`config.mk`:
```
export PLATFORM = sky130hd
export DESIGN_NAME = acl2_spi_sequencer_flat
export DESIGN_NICKNAME = d
export VERILOG_FILES = /design/src/rtl/acl2_spi_sequencer_if.sv /design/src/rtl/acl2_spi_sequencer.sv /design/src/flat_wrapper.sv
export SDC_FILE = /design/constraint.sdc
export NUM_CORES = 1
export LEC_CHECK = 0
export CELL_PAD_IN_SITES_DETAIL_PLACEMENT = 2
export CELL_PAD_IN_SITES_GLOBAL_PLACEMENT = 2
export CORE_MARGIN = 2
export CORE_UTILIZATION = 28
export DETAILED_ROUTE_END_ITERATION = 8
export PLACE_DENSITY = 0.74
export SKIP_LAST_GASP = 1
export SLEW_MARGIN = 5
export SYNTH_ARGS = -nofsm -noshare
export SYNTH_HDL_FRONTEND = slang
export SYNTH_SLANG_ARGS = --single-unit
```
`constraint.sdc`:
```
create_clock -name sclk_o -period 1.7 [get_ports sclk_o]
set_input_delay 0.34 -clock sclk_o [delete_from_list [all_inputs] [get_ports sclk_o]]
set_output_delay 0.34 -clock sclk_o [all_outputs]
set_load 0.03 [all_outputs]
```
`src/rtl/acl2_spi_sequencer_if.sv`:
```
// -----------------------------------------------------------------------------
// acl2_spi_sequencer_if
// Host-side request/response bundle for the ADXL362 transaction sequencer.
//   start       : request strobe (host -> sequencer)
//   op          : 00 write, 01 read, 10 FIFO read, 11 read
//   addr, wdata : register address / write data byte
//   len         : data byte count 1..15 (0 means 1)
//   rdata       : last captured data byte (sequencer -> host)
//   rdata_valid : one-cycle strobe when rdata updates
//   busy, done  : transaction in flight / one-cycle end strobe
// master = host side, slave = sequencer side.
// -----------------------------------------------------------------------------
interface acl2_spi_sequencer_if;
    logic       start;
    logic [1:0] op;
    logic [7:0] addr;
    logic [7:0] wdata;
    logic [3:0] len;
    logic [7:0] rdata;
    logic       rdata_valid;
    logic       busy;
    logic       done;

    modport master (
        output start, op, addr, wdata, len,
        input  rdata, rdata_valid, busy, done
    );

    modport slave (
        input  start, op, addr, wdata, len,
        output rdata, rdata_valid, busy, done
    );
endinterface

```
`src/rtl/acl2_spi_sequencer.sv`:
```
// -----------------------------------------------------------------------------
// acl2_spi_sequencer
// Frames one ADXL362 register write, register read or FIFO read on top of a
// free-running SPI byte engine. Bytes are swapped on the engine's byte_done
// edge; received data bytes are captured on the following byte_begin edge.
// Ports:
//   sclk_o         : clock, all updates on posedge
//   rst            : asynchronous active-high reset
//   bus            : host request/response (acl2_spi_sequencer_if.slave)
//   spi_byte_done  : engine bit counter == 7
//   spi_byte_begin : engine bit counter == 0, spi_rx_data holds previous byte
//   spi_rx_data    : engine receive shift register
//   ncs_o          : chip select, active low
//   spi_tx_data    : byte the engine is currently shifting out
// -----------------------------------------------------------------------------
module acl2_spi_sequencer #(
    parameter logic [7:0] CMD_WRITE = 8'h0A,
    parameter logic [7:0] CMD_READ  = 8'h0B,
    parameter logic [7:0] CMD_FIFO  = 8'h0D
) (
    input  logic                        sclk_o,
    input  logic                        rst,
    acl2_spi_sequencer_if.slave         bus,
    input  logic                        spi_byte_done,
    input  logic                        spi_byte_begin,
    input  logic [7:0]                  spi_rx_data,
    output logic                        ncs_o,
    output logic [7:0]                  spi_tx_data
);

    typedef enum logic [2:0] {S_IDLE, S_CMD, S_ADDR, S_DATA, S_TAIL} state_t;

    state_t     r_state;
    logic [1:0] r_op;
    logic [7:0] r_addr;
    logic [7:0] r_wdata;
    logic [3:0] r_rem;
    logic       r_pend;
    logic       r_cap;      // byte now completing was a data byte of a read
    logic       r_ncs;
    logic [7:0] r_tx;
    logic [7:0] r_rdata;
    logic       r_rdata_valid;
    logic       r_busy;
    logic       r_done;

    logic       w_wr;
    logic       w_fifo;
    logic [7:0] w_cmd;

    assign w_wr   = (r_op == 2'b00);
    assign w_fifo = (r_op == 2'b10);
    assign w_cmd  = w_wr ? CMD_WRITE : (w_fifo ? CMD_FIFO : CMD_READ);

    assign ncs_o           = r_ncs;
    assign spi_tx_data     = r_tx;
    assign bus.rdata       = r_rdata;
    assign bus.rdata_valid = r_rdata_valid;
    assign bus.busy        = r_busy;
    assign bus.done        = r_done;

    always_ff @(posedge sclk_o or posedge rst) begin
        if (rst) begin
            r_state       <= S_IDLE;
            r_op          <= 2'b00;
            r_addr        <= 8'h00;
            r_wdata       <= 8'h00;
            r_rem         <= 4'd1;
            r_pend        <= 1'b0;
            r_cap         <= 1'b0;
            r_ncs         <= 1'b1;
            r_tx          <= 8'h00;
            r_rdata       <= 8'h00;
            r_rdata_valid <= 1'b0;
            r_busy        <= 1'b0;
            r_done        <= 1'b0;
        end else begin
            r_rdata_valid <= 1'b0;
            r_done        <= 1'b0;

            // byte_begin never coincides with byte_done, so capture can sit
            // beside the state machine without conflicting with r_cap set.
            if (spi_byte_begin && r_cap) begin
                r_rdata       <= spi_rx_data;
                r_rdata_valid <= 1'b1;
                r_cap         <= 1'b0;
            end

            case (r_state)
                S_IDLE: begin
                    if (bus.start && !r_busy) begin
                        r_op    <= bus.op;
                        r_addr  <= bus.addr;
                        r_wdata <= bus.wdata;
                        r_rem   <= (bus.len == 4'd0) ? 4'd1 : bus.len;
                        r_pend  <= 1'b1;
                        r_busy  <= 1'b1;
                    end else if (r_pend && spi_byte_done) begin
                        r_ncs   <= 1'b0;
                        r_tx    <= w_cmd;
                        r_pend  <= 1'b0;
                        r_state <= S_CMD;
                    end
                end
                S_CMD: begin
                    if (spi_byte_done) begin
                        if (w_fifo) begin
                            r_tx    <= 8'h00;
                            r_state <= S_DATA;
                        end else begin
                            r_tx    <= r_addr;
                            r_state <= S_ADDR;
                        end
                    end
                end
                S_ADDR: begin
                    if (spi_byte_done) begin
                        r_tx    <= w_wr ? r_wdata : 8'h00;
                        r_state <= S_DATA;
                    end
                end
                S_DATA: begin
                    if (spi_byte_done) begin
                        r_rem <= r_rem - 4'd1;
                        r_cap <= !w_wr;
                        if (r_rem == 4'd1) begin
                            r_ncs   <= 1'b1;
                            r_state <= S_TAIL;
                        end
                    end
                end
                S_TAIL: begin
                    // Final data byte is captured by the shared capture path.
                    if (spi_byte_begin) begin
                        r_done  <= 1'b1;
                        r_busy  <= 1'b0;
                        r_tx    <= 8'h00;
                        r_state <= S_IDLE;
                    end
                end
                default: r_state <= S_IDLE;
            endcase
        end
    end

endmodule

```
`src/flat_wrapper.sv`:
```
// flat-port wrapper written by rule: the top's interface ports become plain ports
module acl2_spi_sequencer_flat 
#(
    parameter logic [7:0] CMD_WRITE = 8'h0A,
    parameter logic [7:0] CMD_READ  = 8'h0B,
    parameter logic [7:0] CMD_FIFO  = 8'h0D
)
  (sclk_o, rst, spi_byte_done, spi_byte_begin, spi_rx_data, ncs_o, spi_tx_data, bus_start, bus_op, bus_addr, bus_wdata, bus_len, bus_rdata, bus_rdata_valid, bus_busy, bus_done);
  acl2_spi_sequencer_if bus_i ();
  input  logic sclk_o;
  input  logic rst;
  input  logic spi_byte_done;
  input  logic spi_byte_begin;
  input  logic [7:0] spi_rx_data;
  output logic ncs_o;
  output logic [7:0] spi_tx_data;
  input wire logic [$bits(bus_i.start)-1:0] bus_start;
  input wire logic [$bits(bus_i.op)-1:0] bus_op;
  input wire logic [$bits(bus_i.addr)-1:0] bus_addr;
  input wire logic [$bits(bus_i.wdata)-1:0] bus_wdata;
  input wire logic [$bits(bus_i.len)-1:0] bus_len;
  output wire logic [$bits(bus_i.rdata)-1:0] bus_rdata;
  output wire logic [$bits(bus_i.rdata_valid)-1:0] bus_rdata_valid;
  output wire logic [$bits(bus_i.busy)-1:0] bus_busy;
  output wire logic [$bits(bus_i.done)-1:0] bus_done;
  assign bus_i.start = bus_start;
  assign bus_i.op = bus_op;
  assign bus_i.addr = bus_addr;
  assign bus_i.wdata = bus_wdata;
  assign bus_i.len = bus_len;
  assign bus_rdata = bus_i.rdata;
  assign bus_rdata_valid = bus_i.rdata_valid;
  assign bus_busy = bus_i.busy;
  assign bus_done = bus_i.done;
  acl2_spi_sequencer #(.CMD_WRITE(CMD_WRITE), .CMD_READ(CMD_READ), .CMD_FIFO(CMD_FIFO)) u_core (.sclk_o(sclk_o), .rst(rst), .bus(bus_i), .spi_byte_done(spi_byte_done), .spi_byte_begin(spi_byte_begin), .spi_rx_data(spi_rx_data), .ncs_o(ncs_o), .spi_tx_data(spi_tx_data));
endmodule
```
==> results.cfg <==
[grt]
grt_start_max_net_pins = 48
antenna_found_initial = 0
grt_usage = 0.1595
grt_pass1_vias = 2084
grt_pass1_wl_mm = 10.78
grt-ovfl-total = 0

[status]
outcome = finished, final reports clean

[die]
rows = 32
die_y_um = 93.61
pin_count = 55
core_area_um2 = 7767
die_area_um2 = 8763
start_util = 0.2895
die_width_um = 93.61

[critical_path]
required_ns = 1.89
r2r_slack_ns = 0.03
cp-start-kind = register
path_class = reg -> reg
cp_max_fo = 8
arrival_ns = 1.86
end_kind = register

[run]
drv_cap = 0

[cts]
cts_tree = yes
hold_buffers = 0
clockRootBuffer = clkbuf_8
htreeDepth = 2
cts_buffer_depth = 2
clkSlewWorstSetupHoldPaths_ns = 0.09
clock_latency_ns = 0.30
cts.sinks = 47
cts_buffers = 5

[synth]
synth_area_leaders = dfrtp_1 (50%), nand2_1 (10%), mux2_2 (6.0%)
synth_edf_count = 0
async_flop_share = 1.000
netlist_instances = 210
yosysTopAreaCellShare = 0.5008
syn_avg_cell_area_um2 = 10.71
yosysUniqueCellTypes = 54
yosys_warnings = 0
synth-seq-area-share = 0.5242
syn-cell-area_um2 = 2248
syn_nets = 247
synth_top_flop_cell = dfrtp_1
ys_seq_elements = 47
synth_largest_area_cell = dfrtp_1

[final_layout]
fin_area_um2 = 3241
antenna_cells = 0
finish.net_count = 330
final_util = 0.4172
finalNonFillerCells = 396
fillers = 835
area_delta_synth_final_pct = 44.13
drive_gt1_frac = 0.2823

[power_and_ir_drop]
leakage_nw = 1.607
p_per_area_nw_per_um2 = 1677
ir_worst_vdd_uv = 509.8

[place]
place_area_um2 = 3115
dp.cells = 388
dp_slack_ns = -0.1929
port-buffer-count = 54
gp_congestion = 0.7725
dp_hpwl_mm = 4.702

[sta]
fin_crit_sh = 0.9801
finalHoldViolCount = 0
skew_ns = 0.003073
timing.fmax_ghz = 0.6002
rsz0062_at_grt = no
setup-tns-final_ns = 0
drv_slew = 0
tightest_slew_ns = 0.3507
max-slew-margin-rel = 0.7658
fin_ws_ns = 0.03379
min_period_ns = 1.666
setup_viol = 0

[routing]
vias_per_cell = 4.747
wl_per_cell_um = 16.33
wl_mm = 6.468
firstDrtPassIters = 4
drt_iter0_drc = 53
ant_nets = 0
num_vias = 1880
drc_errors = 0

[hold_path]
hp-class = in -> async
[cells in the final DEF, fill, tap and decap left out, drive strengths merged, types with 4 or more instances in the layout]
cell type      count
o21ai              8
dlygate4sd2       10
dfrtp             45
mux2              13
nor3               4
buf               32
dlymetal6s2s       9
nand2             62
nor2               4
a22o               6
clkdlybuf4s50     35
inv               10
a21oi              4
clkbuf             6
[final timing paths]
check                             startpoint  cells past startpoint               endpoint
setup / recovery           u_core.r_state[0]                      5  u_core.spi_tx_data[3]
hold / removal                           rst                      3    u_core.bus.rdata[3]
setup reg to reg           u_core.r_state[0]                      5  u_core.spi_tx_data[3]
hold reg to reg            u_core.r_wdata[4]                      2      u_core.r_wdata[4]
max in group asynchronous                rst                      3        u_core.r_rem[0]
min in group sclk_o        u_core.r_wdata[4]                      2      u_core.r_wdata[4]
[critical path, cell delays in order, from the launching register on]
cell,delay [ns]
dfrtp_2,0.45
nor2b_4,0.14
nor3b_4,0.14
buf_4,0.16
a221o_1,0.38
mux2_4,0.27
[area by class of cell]
| class | instances | area [um^2] | area share |
|---|---|---|---|
| clock buffers | 6 | 82.58 | 0.02548 |
| clock inverters | 2 | 13.76 | 0.004247 |
| inverters | 9 | 33.78 | 0.01042 |
| multi-input cells | 144 | 968.4 | 0.2988 |
| flip-flops and latches | 47 | 1182 | 0.3649 |
| well taps | 102 | 127.6 | 0.03938 |
| repair buffers | 86 | 832.0 | 0.2568 |
[layer usage]
metal / vias to the layer above / GRT usage / wire [um]
li1: 891 / - / -
met1: 931 / 0.1846 / 2573
met2: 49 / 0.2890 / 3472
met3: 9 / 0.03546 / 307
met4: 0 / 0.05556 / 115
met5: - / 0 / 0
[registers in the layout, indices dropped and copies added (netlist names)]
| signal | cells |
|---|---|
| u_core.bus.rdata_valid | 1 |
| u_core.r_rem | 4 |
| u_core.r_pend | 1 |
| u_core.bus.rdata | 8 |
| u_core.bus.done | 1 |
| u_core.r_op | 2 |
| u_core.ncs_o | 1 |
| u_core.r_addr | 8 |
| u_core.spi_tx_data | 8 |
| u_core.r_state | 3 |
| u_core.bus.busy | 1 |
| u_core.r_wdata | 8 |
| u_core.r_cap | 1 |
[power by group]
group          total (mW)  leakage (nW)  switching (mW)  internal (mW)
clock network       0.725        0.0516           0.392          0.333
registers            2.01         0.570           0.358           1.65
logic                2.70         0.986            1.44           1.26
[synth_stat cells (all sizes together) (2+ instances only)]
cell type / n
ha: 2
mux2: 13
dfstp: 2
or2: 3
nor3b: 2
o31ai: 2
dfrtp: 45
nand2b: 2
a21o: 2
o211ai: 2
a31oi: 3
a21oi: 4
o22ai: 3
clkbuf: 3
a22o: 6
o21ai: 8
nor3: 4
inv: 9
nor2: 4
nand2: 62
buf: 7
nor4b: 2
[kinds of logic (layout without fill, tap and decap cells)]
logic type	Yosys count	in the layout	synth area share
fa+ha+maj	2	2	0.01113
flops	47	47	0.5242
compound gates	41	41	0.1525
mux	14	14	0.07123
xor+xnor	1	1	0.003896
simple gates	86	86	0.1859
buf+inv	19	103	0.05119
[metrics by stage]
| step | hold WS (ns) | power [mW] |
|---|---|---|
| detailed placement | 0.4723 | 4.801 |
| global route | 0.3972 | 5.855 |
| global placement | 0.4606 | 4.665 |
| finish | 0.3923 | 5.436 |
| floorplan | 0.4446 | 3.639 |
| CTS | 0.3985 | 5.530 |
[timing repair]
item,4_1_cts,5_1_grt
endpoints found under the setup margin,12,20
setup buffers,0,0
resized for setup,14,12
pin swaps,0,2
Power figures use the tool's default switching activity.
